==> config.mk <==
export PLATFORM = sky130hd
export DESIGN_NAME = uart_cmd_ctrl
export DESIGN_NICKNAME = d
export VERILOG_FILES = /design/src/rtl/uart_cmd_ctrl_pkg.sv /design/src/rtl/uart_cmd_ctrl_timer.sv /design/src/rtl/uart_cmd_ctrl.sv
export SDC_FILE = /design/constraint.sdc
export NUM_CORES = 1
export LEC_CHECK = 0
export ABC_AREA = 1
export BUFFER_PORTS_ARGS = -buffer_cell sky130_fd_sc_hd__buf_2
export CELL_PAD_IN_SITES_DETAIL_PLACEMENT = 2
export CELL_PAD_IN_SITES_GLOBAL_PLACEMENT = 2
export CORE_ASPECT_RATIO = 0.6
export CORE_MARGIN = 10
export CORE_UTILIZATION = 26
export CTS_CLUSTER_SIZE = 12
export DETAILED_ROUTE_END_ITERATION = 8
export PLACE_DENSITY_LB_ADDON = 0.05
export SLEW_MARGIN = 20
export SYNTH_ARGS = -nofsm -noshare
export SYNTH_HDL_FRONTEND = slang
export SYNTH_SLANG_ARGS = --single-unit
==> constraint.sdc <==
create_clock -name clk -period 1.3 [get_ports clk]
set_input_delay 0.26 -clock clk [delete_from_list [all_inputs] [get_ports clk]]
set_output_delay 0.26 -clock clk [all_outputs]
set_load 0.05 [all_outputs]
==> src/rtl/uart_cmd_ctrl_pkg.sv <==
// Shared types and constants for the UART command sequencer.
package is_pkg_uart_controller;

    localparam int unsigned DATA_W = 8;
    localparam int unsigned ADDR_W = 8;
    localparam int unsigned ROM_W  = 128;

    localparam logic [7:0] OP_WR   = 8'h57;
    localparam logic [7:0] OP_RD   = 8'h52;
    localparam logic [7:0] RSP_ACK = 8'h06;
    localparam logic [7:0] RSP_NAK = 8'h15;

    typedef enum logic [2:0] {
        IDLE,
        GET_ADDR,
        GET_DATA,
        MEM_WR,
        MEM_RD,
        RD_WAIT,
        SEND
    } cmd_state_t;

endpackage

==> src/rtl/uart_cmd_ctrl_timer.sv <==
// Clearable saturating inter-byte counter; expired is high while the count sits at LIMIT-1.
module uart_cmd_timer #(
    parameter int unsigned LIMIT = 16
) (
    input  logic clk,
    input  logic rst_n,
    input  logic clr,
    input  logic en,
    output logic expired
);

    localparam int unsigned CNT_W = $clog2(LIMIT + 1);
    localparam logic [CNT_W-1:0] LAST = CNT_W'(LIMIT - 1);

    logic [CNT_W-1:0] cnt_q, cnt_d;
    logic             expired_q, expired_d;

    always_comb begin
        cnt_d = cnt_q;
        if (clr) begin
            cnt_d = '0;
        end else if (en && (cnt_q != LAST)) begin
            cnt_d = cnt_q + CNT_W'(1);
        end
        expired_d = (cnt_d == LAST);
    end

    always_ff @(posedge clk or negedge rst_n) begin
        if (!rst_n) begin
            cnt_q     <= '0;
            expired_q <= 1'b0;
        end else begin
            cnt_q     <= cnt_d;
            expired_q <= expired_d;
        end
    end

    assign expired = expired_q;

endmodule

==> src/rtl/uart_cmd_ctrl.sv <==
// UART read/write command sequencer driving a byte memory and returning one reply per command.
// Optional inter-byte timeout is built when UART_CMD_TIMEOUT_EN is defined.
module uart_cmd_ctrl #(
    parameter int unsigned DATA_W      = is_pkg_uart_controller::DATA_W,
    parameter int unsigned ADDR_W      = is_pkg_uart_controller::ADDR_W,
    parameter int unsigned DEPTH       = is_pkg_uart_controller::ROM_W,
    parameter int unsigned TIMEOUT_CYC = 100000
) (
    input  logic              clk,
    input  logic              rst_n,
    input  logic [DATA_W-1:0] rx_data,
    input  logic              rx_valid,
    input  logic              rx_err,
    output logic [DATA_W-1:0] tx_data,
    output logic              tx_start,
    input  logic              tx_busy,
    output logic [ADDR_W-1:0] mem_addr,
    output logic [DATA_W-1:0] mem_wdata,
    output logic              mem_we,
    output logic              mem_re,
    input  logic [DATA_W-1:0] mem_rdata,
    output logic              busy
);

    import is_pkg_uart_controller::*;

    cmd_state_t        state_q, state_d;
    logic              op_wr_q, op_wr_d;
    logic [ADDR_W-1:0] mem_addr_q, mem_addr_d;
    logic [DATA_W-1:0] mem_wdata_q, mem_wdata_d;
    logic [DATA_W-1:0] tx_data_q, tx_data_d;
    logic              tx_start_q, tx_start_d;
    logic              mem_we_q, mem_we_d;
    logic              mem_re_q, mem_re_d;
    logic              busy_q, busy_d;
    logic              rx_byte_c;
    logic              nak_c;
    logic              tmo_expired;

    // An error in the same cycle as a byte discards the byte.
    assign rx_byte_c = rx_valid && !rx_err;

`ifdef UART_CMD_TIMEOUT_EN
    logic tmr_clr_c;
    logic tmr_en_c;

    assign tmr_clr_c = rx_valid || (state_q == IDLE);
    assign tmr_en_c  = (state_q == GET_ADDR) || (state_q == GET_DATA);

    uart_cmd_timer #(
        .LIMIT (TIMEOUT_CYC)
    ) u_timer (
        .clk     (clk),
        .rst_n   (rst_n),
        .clr     (tmr_clr_c),
        .en      (tmr_en_c),
        .expired (tmo_expired)
    );
`else
    // No timer: the parameter only keeps the interface identical across builds.
    assign tmo_expired = (TIMEOUT_CYC == 32'd0) && 1'b0;
`endif

    always_comb begin
        state_d     = state_q;
        op_wr_d     = op_wr_q;
        mem_addr_d  = mem_addr_q;
        mem_wdata_d = mem_wdata_q;
        tx_data_d   = tx_data_q;
        tx_start_d  = 1'b0;
        mem_we_d    = 1'b0;
        mem_re_d    = 1'b0;
        nak_c       = 1'b0;

        case (state_q)
            IDLE: begin
                if (rx_byte_c) begin
                    if ((rx_data == DATA_W'(OP_WR)) || (rx_data == DATA_W'(OP_RD))) begin
                        op_wr_d = (rx_data == DATA_W'(OP_WR));
                        state_d = GET_ADDR;
                    end else begin
                        nak_c = 1'b1;
                    end
                end
            end
            GET_ADDR: begin
                if (rx_byte_c) begin
                    mem_addr_d = ADDR_W'(rx_data);
                    if (32'(rx_data) >= DEPTH) begin
                        nak_c = 1'b1;
                    end else if (op_wr_q) begin
                        state_d = GET_DATA;
                    end else begin
                        mem_re_d = 1'b1;
                        state_d  = MEM_RD;
                    end
                end else if (tmo_expired) begin
                    state_d = IDLE;
                end
            end
            GET_DATA: begin
                if (rx_byte_c) begin
                    mem_wdata_d = rx_data;
                    mem_we_d    = 1'b1;
                    state_d     = MEM_WR;
                end else if (tmo_expired) begin
                    state_d = IDLE;
                end
            end
            MEM_WR: begin
                tx_data_d  = DATA_W'(RSP_ACK);
                tx_start_d = !tx_busy;
                state_d    = SEND;
            end
            MEM_RD: begin
                state_d = RD_WAIT;
            end
            RD_WAIT: begin
                tx_data_d  = mem_rdata;
                tx_start_d = !tx_busy;
                state_d    = SEND;
            end
            SEND: begin
                // tx_start is registered, so the launch decision is made one cycle ahead.
                if (tx_start_q) begin
                    state_d = IDLE;
                end else if (!tx_busy) begin
                    tx_start_d = 1'b1;
                end
            end
            default: begin
                state_d = IDLE;
            end
        endcase

        if (rx_err && (state_q != SEND)) begin
            nak_c = 1'b1;
        end

        if (nak_c) begin
            tx_data_d  = DATA_W'(RSP_NAK);
            tx_start_d = !tx_busy;
            mem_we_d   = 1'b0;
            mem_re_d   = 1'b0;
            state_d    = SEND;
        end

        busy_d = (state_d != IDLE);
    end

    always_ff @(posedge clk or negedge rst_n) begin
        if (!rst_n) begin
            state_q     <= IDLE;
            op_wr_q     <= 1'b0;
            mem_addr_q  <= '0;
            mem_wdata_q <= '0;
            tx_data_q   <= '0;
            tx_start_q  <= 1'b0;
            mem_we_q    <= 1'b0;
            mem_re_q    <= 1'b0;
            busy_q      <= 1'b0;
        end else begin
            state_q     <= state_d;
            op_wr_q     <= op_wr_d;
            mem_addr_q  <= mem_addr_d;
            mem_wdata_q <= mem_wdata_d;
            tx_data_q   <= tx_data_d;
            tx_start_q  <= tx_start_d;
            mem_we_q    <= mem_we_d;
            mem_re_q    <= mem_re_d;
            busy_q      <= busy_d;
        end
    end

    assign tx_data   = tx_data_q;
    assign tx_start  = tx_start_q;
    assign mem_addr  = mem_addr_q;
    assign mem_wdata = mem_wdata_q;
    assign mem_we    = mem_we_q;
    assign mem_re    = mem_re_q;
    assign busy      = busy_q;

endmodule

==> results of run 1 <==
[cell usage after synthesis]
cell type	number
o21ai_1	15
buf_6	2
inv_4	1
nand3_4	1
inv_1	15
inv_2	7
buf_4	1
dfrtp_1	32
nand2_2	6
nor2_1	6
nor3_2	1
nand2_4	3
nand3_2	6
o21ai_0	4
a21oi_1	4
nor2_4	2
nor3_1	1
nand4_1	7
a21oi_2	1
nand2_1	43
clkinv_4	1
or2_1	2
nand3_1	7
buf_2	1
[tightest hold or removal path, stage by stage]
cell,delay [ns]
buf_2,0.08
nand2_1,0.05
nand2_1,0.05
[through the flow]
step                      cell area [µm²]  hold WS [ns]  worst slack (ns)
after CTS                            2232        0.1756          -0.09523
after global routing                 2430        0.2030           -0.2293
final                                2430        0.1827           -0.1413
after global placement               2016        0.2279          -0.06015
after floorplan                      1520      -0.03559           0.01934
after detailed placement             2016        0.2375           -0.1911
[where the power goes]
| group | switching [mW] | internal [mW] | total (mW) |
|---|---|---|---|
| logic | 2.34 | 1.14 | 3.48 |
| registers | 0.282 | 1.35 | 1.63 |
| clock network | 0.388 | 0.432 | 0.820 |
[layer usage]
metal	up-vias	GRT usage (%)	part of all wire, %
li1	720	-	-
met1	750	15.57	44
met2	45	19.86	47
met3	16	4.590	5.5
met4	0	3.883	3.2
met5	-	0	0
[repair_timing]
item	in CTS	in global routing
hold endpoints to repair	32	0
hold buffers	1	0
gates resized for setup	19	44
pin swaps	7	9
buffers inserted	9	5
endpoints found under the setup margin	30	31
[worst paths after layout]
kind / from / end / depth (start not counted)
max in group asynchronous: rst_n / tx_start / 3
min: mem_rdata[6] / tx_data[6] / 3
min in group asynchronous: rst_n / mem_addr[6] / 3
max reg2reg: state_q[1] / op_wr_q / 4
max: state_q[1] / op_wr_q / 4
min reg2reg: mem_wdata[5] / mem_wdata[5] / 2
[state kept, by name, summed over array words and instances, names as in the netlist]
register / cells
mem_re: 1
busy: 1
state_q: 3
tx_start: 1
mem_wdata: 8
mem_we: 1
mem_addr: 8
tx_data: 8
op_wr_q: 1
[logic make-up after synthesis]
kind of cell	Yosys count
AND/OR/NAND/NOR	85
buffers and inverters	28
flip-flops	32
AO/OA/AOI/OAI	24
[area by class of cell]
type | count | area (µm²) | area share [%]
Antenna cell | 1 | 2.502 | 0.1030
Clock buffer | 8 | 90.09 | 3.708
Inverter | 24 | 115.1 | 4.737
Multi-Input combinational cell | 109 | 752.0 | 30.95
Sequential cell | 32 | 805.8 | 33.16
Tap cell | 80 | 100.1 | 4.119
Timing Repair Buffer | 85 | 564.3 | 23.22
[placed cells by master (no fill, tap or decap), types with 2 or more instances in the layout]
cell type	synthesis	routed
buf_2	1	48
buf_4	1	29
nand2_1	43	28
dfrtp_1	32	28
nand2_2	6	17
inv_1	15	14
o21ai_2	0	11
nand3_2	6	9
o21ai_1	15	8
nand4_1	7	7
clkbuf_8	0	6
inv_2	7	5
nand2_4	3	5
buf_6	2	5
nor2_4	2	4
nand3_1	7	4
dfrtp_2	0	4
nor2_1	6	3
a21oi_1	4	3
inv_4	1	2
nand2_8	0	2
inv_8	0	2
or2_1	2	2
clkbuf_1	0	2
buf_12	0	2
==> impl_metrics.json, run 1 <==
{
  "route.detailed.drc": 0,
  "setup_viol": 24,
  "total_power_mw": 5.932,
  "cpMaxStageDelayCell": "dfrtp_2",
  "r2r_setup_slack_ns": -0.14,
  "timing.critical_path.buf_inv": 0,
  "status": "finished with violations",
  "crit_fanout": 5,
  "grt.overflow.total": 0,
  "finalHoldViolations": 0,
  "cts_tree": "built",
  "synth-seq-area-share_pct": 52.72,
  "synthAdderAreaFrac_pct": 0,
  "max_cap_violations": 0,
  "dp.cells": 315,
  "wl_um": 6318,
  "finish.net_count": 278,
  "final_util_pct": 43.21,
  "vias": 1531,
  "cts_buffer_depth": 2,
  "track_usage_pct": 12.51,
  "dp_hpwl_um": 4276,
  "synth_compound_area_share_pct": 8.155,
  "grt_setup_unrepaired": "yes",
  "drive_above_1_share_pct": 60.85,
  "syn2layout_area_growth_pct": 59.97,
  "finalClockSkew_ns": 0.01146,
  "leakagePower_nw": 1.263,
  "max_freq_mhz": 693.8,
  "fin_ws_ns": -0.1413,
  "grt_start_max_net_pins": 33,
  "setup-tns-final_ns": -1.503,
  "max-slew-margin-rel_pct": 73.11,
  "die_x_um": 118.7,
  "syn_inst": 169,
  "dieArea_um2": 9400,
  "rows": 21,
  "fin_crit_sh_pct": 110.9,
  "arrival_ns": 1.64,
  "yosysTopAreaCell": "dfrtp_1",
  "drt_iter0_markers": 41,
  "vias_per_cell": 4.516,
  "die_y_um": 79.21,
  "portBuffers": 48,
  "cp_top_family": "simple AND/OR/NAND/NOR gates",
  "clock_sinks": 32,
  "violations": "setup timing",
  "synth_warnings": 0,
  "synth_area_per_cell_um2": 8.988,
  "stdcell_count": 339,
  "synth_xor_area_share_pct": 0,
  "syn_nets": 190,
  "hp-class": "in -> reg",
  "drt_first_pass_iters": 4,
  "cts-root-buf": "clkbuf_8",
  "wl_per_cell_um": 18.64,
  "synth_top_family_by_area": "simple AND/OR/NAND/NOR gates",
  "yosys.area_share.simple_pct": 30.40,
  "fill_cells": 626,
  "fin_crit_ns": 1.441,
  "ios": 49,
  "critPathRequiredTime_ns": 1.50,
  "synth.mux.area_fraction_pct": 0,
  "cts_inserted_buffers": 5,
  "synth_top_area_share_pct": 52.72,
  "core-area_um2": 5623,
  "syn_area_um2": 1519,
  "grt_pass1_wl_um": 9377,
  "critPathKind": "reg -> reg",
  "slowest_delay_ns": 0.46,
  "antenna_found_initial": 1,
  "synth_top_cells_by_area": "dfrtp_1, nand2_1, o21ai_1, nand3_2, inv_1",
  "htreeDepth": 2,
  "antenna_left": 0,
  "clk_latency_ns": 0.29,
  "place_congestion": 0.8168,
  "peakVddDrop_uv": 1206,
  "power_density_nw_per_um2": 2441,
  "start_util_pct": 27.01,
  "ys_ff_latch": 32,
  "worst_slew_pin_slew_ns": 0.4018,
  "synthDistinctLibCells": 24,
  "cp-end-kind": "flop",
  "clk_pin_slew_ns": 0.08,
  "startpoint_type": "flop",
  "crit_chain": "nor2_1, nand3_1, or2_1, a21oi_1",
  "grt_pass1_vias": 1767,
  "drv_slew": 0
}
Power figures use the tool's default switching activity.
==> run 2: changes to the inputs <==
--- a/config.mk
+++ b/config.mk
@@ -15,6 +15,7 @@
 export CTS_CLUSTER_SIZE = 12
 export DETAILED_ROUTE_END_ITERATION = 8
 export PLACE_DENSITY_LB_ADDON = 0.05
+export RECOVER_POWER = 50
 export SLEW_MARGIN = 20
 export SYNTH_ARGS = -nofsm -noshare
 export SYNTH_HDL_FRONTEND = slang
==> impl_metrics.json, run 2 (synthesis results as in run 1) <==
{
  "endpoint": "op_wr_q",
  "finish.net_count": 278,
  "clk_pin_slew_ns": 0.08,
  "clk_latency_ns": 0.29,
  "r2r_start": "state_q[1]",
  "drt_first_pass_iters": 4,
  "max_cap_violations": 0,
  "pwr-share-seq_pct": 27.5,
  "grt_setup_unrepaired": "yes",
  "crit_chain": "nor2_1, nand3_1, or2_1, a21oi_1",
  "die_x_um": 118.7,
  "critPathRequiredTime_ns": 1.50,
  "wl_um": 6322,
  "r2r_setup_slack_ns": -0.14,
  "reg2reg_to": "op_wr_q",
  "finalHoldViolations": 0,
  "vias_per_cell": 4.516,
  "portBuffers": 48,
  "rows": 21,
  "fill_cells": 628,
  "syn2layout_area_growth_pct": 59.14,
  "met3_length_um": 345,
  "timing.critical_path.buf_inv": 0,
  "leakagePower_nw": 1.258,
  "max_freq_mhz": 693.8,
  "peakVddDrop_uv": 1205,
  "drive_above_1_share_pct": 60.85,
  "crit_fanout": 5,
  "top_layer_used": "met4",
  "dpl_cell_area_um2": 2016,
  "fin_crit_sh_pct": 110.9,
  "status": "finished with violations",
  "dp_hpwl_um": 4276,
  "p_sw_share_pct": 50.81,
  "grt.overflow.total": 0,
  "startpoint_type": "flop",
  "core-area_um2": 5623,
  "p_switching_mw": 3.011,
  "drv_slew": 0,
  "fin_ws_ns": -0.1413,
  "dp.cells": 315,
  "timing.hold.ws_ns": 0.1827,
  "total_power_mw": 5.927,
  "slowest_delay_ns": 0.46,
  "worst_slew_pin_slew_ns": 0.4792,
  "cts_inserted_buffers": 5,
  "hp-class": "in -> reg",
  "ios": 49,
  "fin_crit_ns": 1.441,
  "stdcell_area_um2": 2417,
  "final_common_cell": "buf_2",
  "max-slew-margin-rel_pct": 68.05,
  "grt_start_max_net_pins": 33,
  "p_int_mw": 2.915,
  "vias": 1531,
  "layout_common_cells": "buf_2, buf_4, nand2_1, dfrtp_1, nand2_2",
  "cts-root-buf": "clkbuf_8",
  "arrival_ns": 1.64,
  "wl_per_cell_um": 18.65,
  "critPathKind": "reg -> reg",
  "grt_pass1_vias": 1767,
  "antenna_left": 0,
  "track_usage_pct": 12.51,
  "antenna_found_initial": 1,
  "cp_top_family": "simple AND/OR/NAND/NOR gates",
  "place_congestion": 0.8168,
  "htreeDepth": 2,
  "cts_buffer_depth": 2,
  "stdcell_count": 339,
  "grt_pass1_wl_um": 9377,
  "power_density_nw_per_um2": 2452,
  "route.detailed.drc": 0,
  "clockPowerShare_pct": 13.8,
  "setup_viol": 24,
  "drt_iter0_markers": 41,
  "cp-end-kind": "flop",
  "setup-tns-final_ns": -1.503,
  "finalClockSkew_ns": 0.01147,
  "violations": "setup timing",
  "dieArea_um2": 9400,
  "pwr-share-comb_pct": 58.6,
  "reg2regPathDepth": 4,
  "met2_length_um": 2970,
  "worstSetupStartpoint": "state_q[1]",
  "worst-path-stages": 4,
  "die_y_um": 79.21,
  "wl_met1_um": 2803,
  "cts_tree": "built",
  "clock_sinks": 32,
  "cpMaxStageDelayCell": "dfrtp_2",
  "start_util_pct": 27.01
}
[run 2: cell type report]
cell class / count / area, µm² / area share [%]
Sequential cell: 32 / 805.8 / 33.33
Multi-Input combinational cell: 109 / 752.0 / 31.11
Timing Repair Buffer: 85 / 551.8 / 22.83
Inverter: 24 / 115.1 / 4.762
Tap cell: 80 / 100.1 / 4.141
Clock buffer: 8 / 90.09 / 3.727
Antenna cell: 1 / 2.502 / 0.1035
[run 2: worst reg2reg max path: cells and delay by family, from the launching register on]
kind	cells	cell delay, ns
simple gates	3	0.66
compound gates	1	0.23
flops	1	0.46
[run 2: metal layers]
metal  global-route usage [%]  vias up
met4                    3.883        0
met2                    19.86       45
li1                         -      720
met5                        0        -
met3                    4.590       16
met1                    15.57      750
[run 2: how the worst min path moves through the flow]
stage            startpoint  slack, ns  depth (start not counted)            to
2_1_floorplan         rst_n      -0.04                          0          busy
3_3_place_gp          rst_n       0.23                          2   mem_addr[6]
3_5_place_dp          rst_n       0.24                          2  mem_wdata[0]
4_1_cts        mem_rdata[3]       0.18                          3    tx_data[3]
5_1_grt        mem_rdata[6]       0.20                          3    tx_data[6]
6_report       mem_rdata[6]       0.18                          3    tx_data[6]
[run 2: stage by stage]
step	utilization [%]	setup WS (ns)
after floorplan	-	0.01934
after global placement	35.85	-0.06015
after detailed placement	35.85	-0.1911
after CTS	39.70	-0.09523
after global routing	42.99	-0.2293
final	42.99	-0.1413
[run 2: power groups by stage]
stage | logic, mW | clock network, mW | registers (mW)
after global routing | 3.69 | 0.872 | 1.69
after global placement | 2.68 | 0 | 1.56
final | 3.47 | 0.820 | 1.63
after detailed placement | 2.77 | 0 | 1.61
after floorplan | 0.874 | 0 | 2.59
after CTS | 3.04 | 0.844 | 1.60
[run 2: repair_timing]
action | in CTS | in global routing
endpoints found under the hold margin | 32 | 0
resized for setup | 19 | 44
buffers inserted | 9 | 5
hold buffers | 1 | 0
endpoints found under the setup margin | 30 | 31
cloned | 0 | 0
pin swaps | 7 | 9
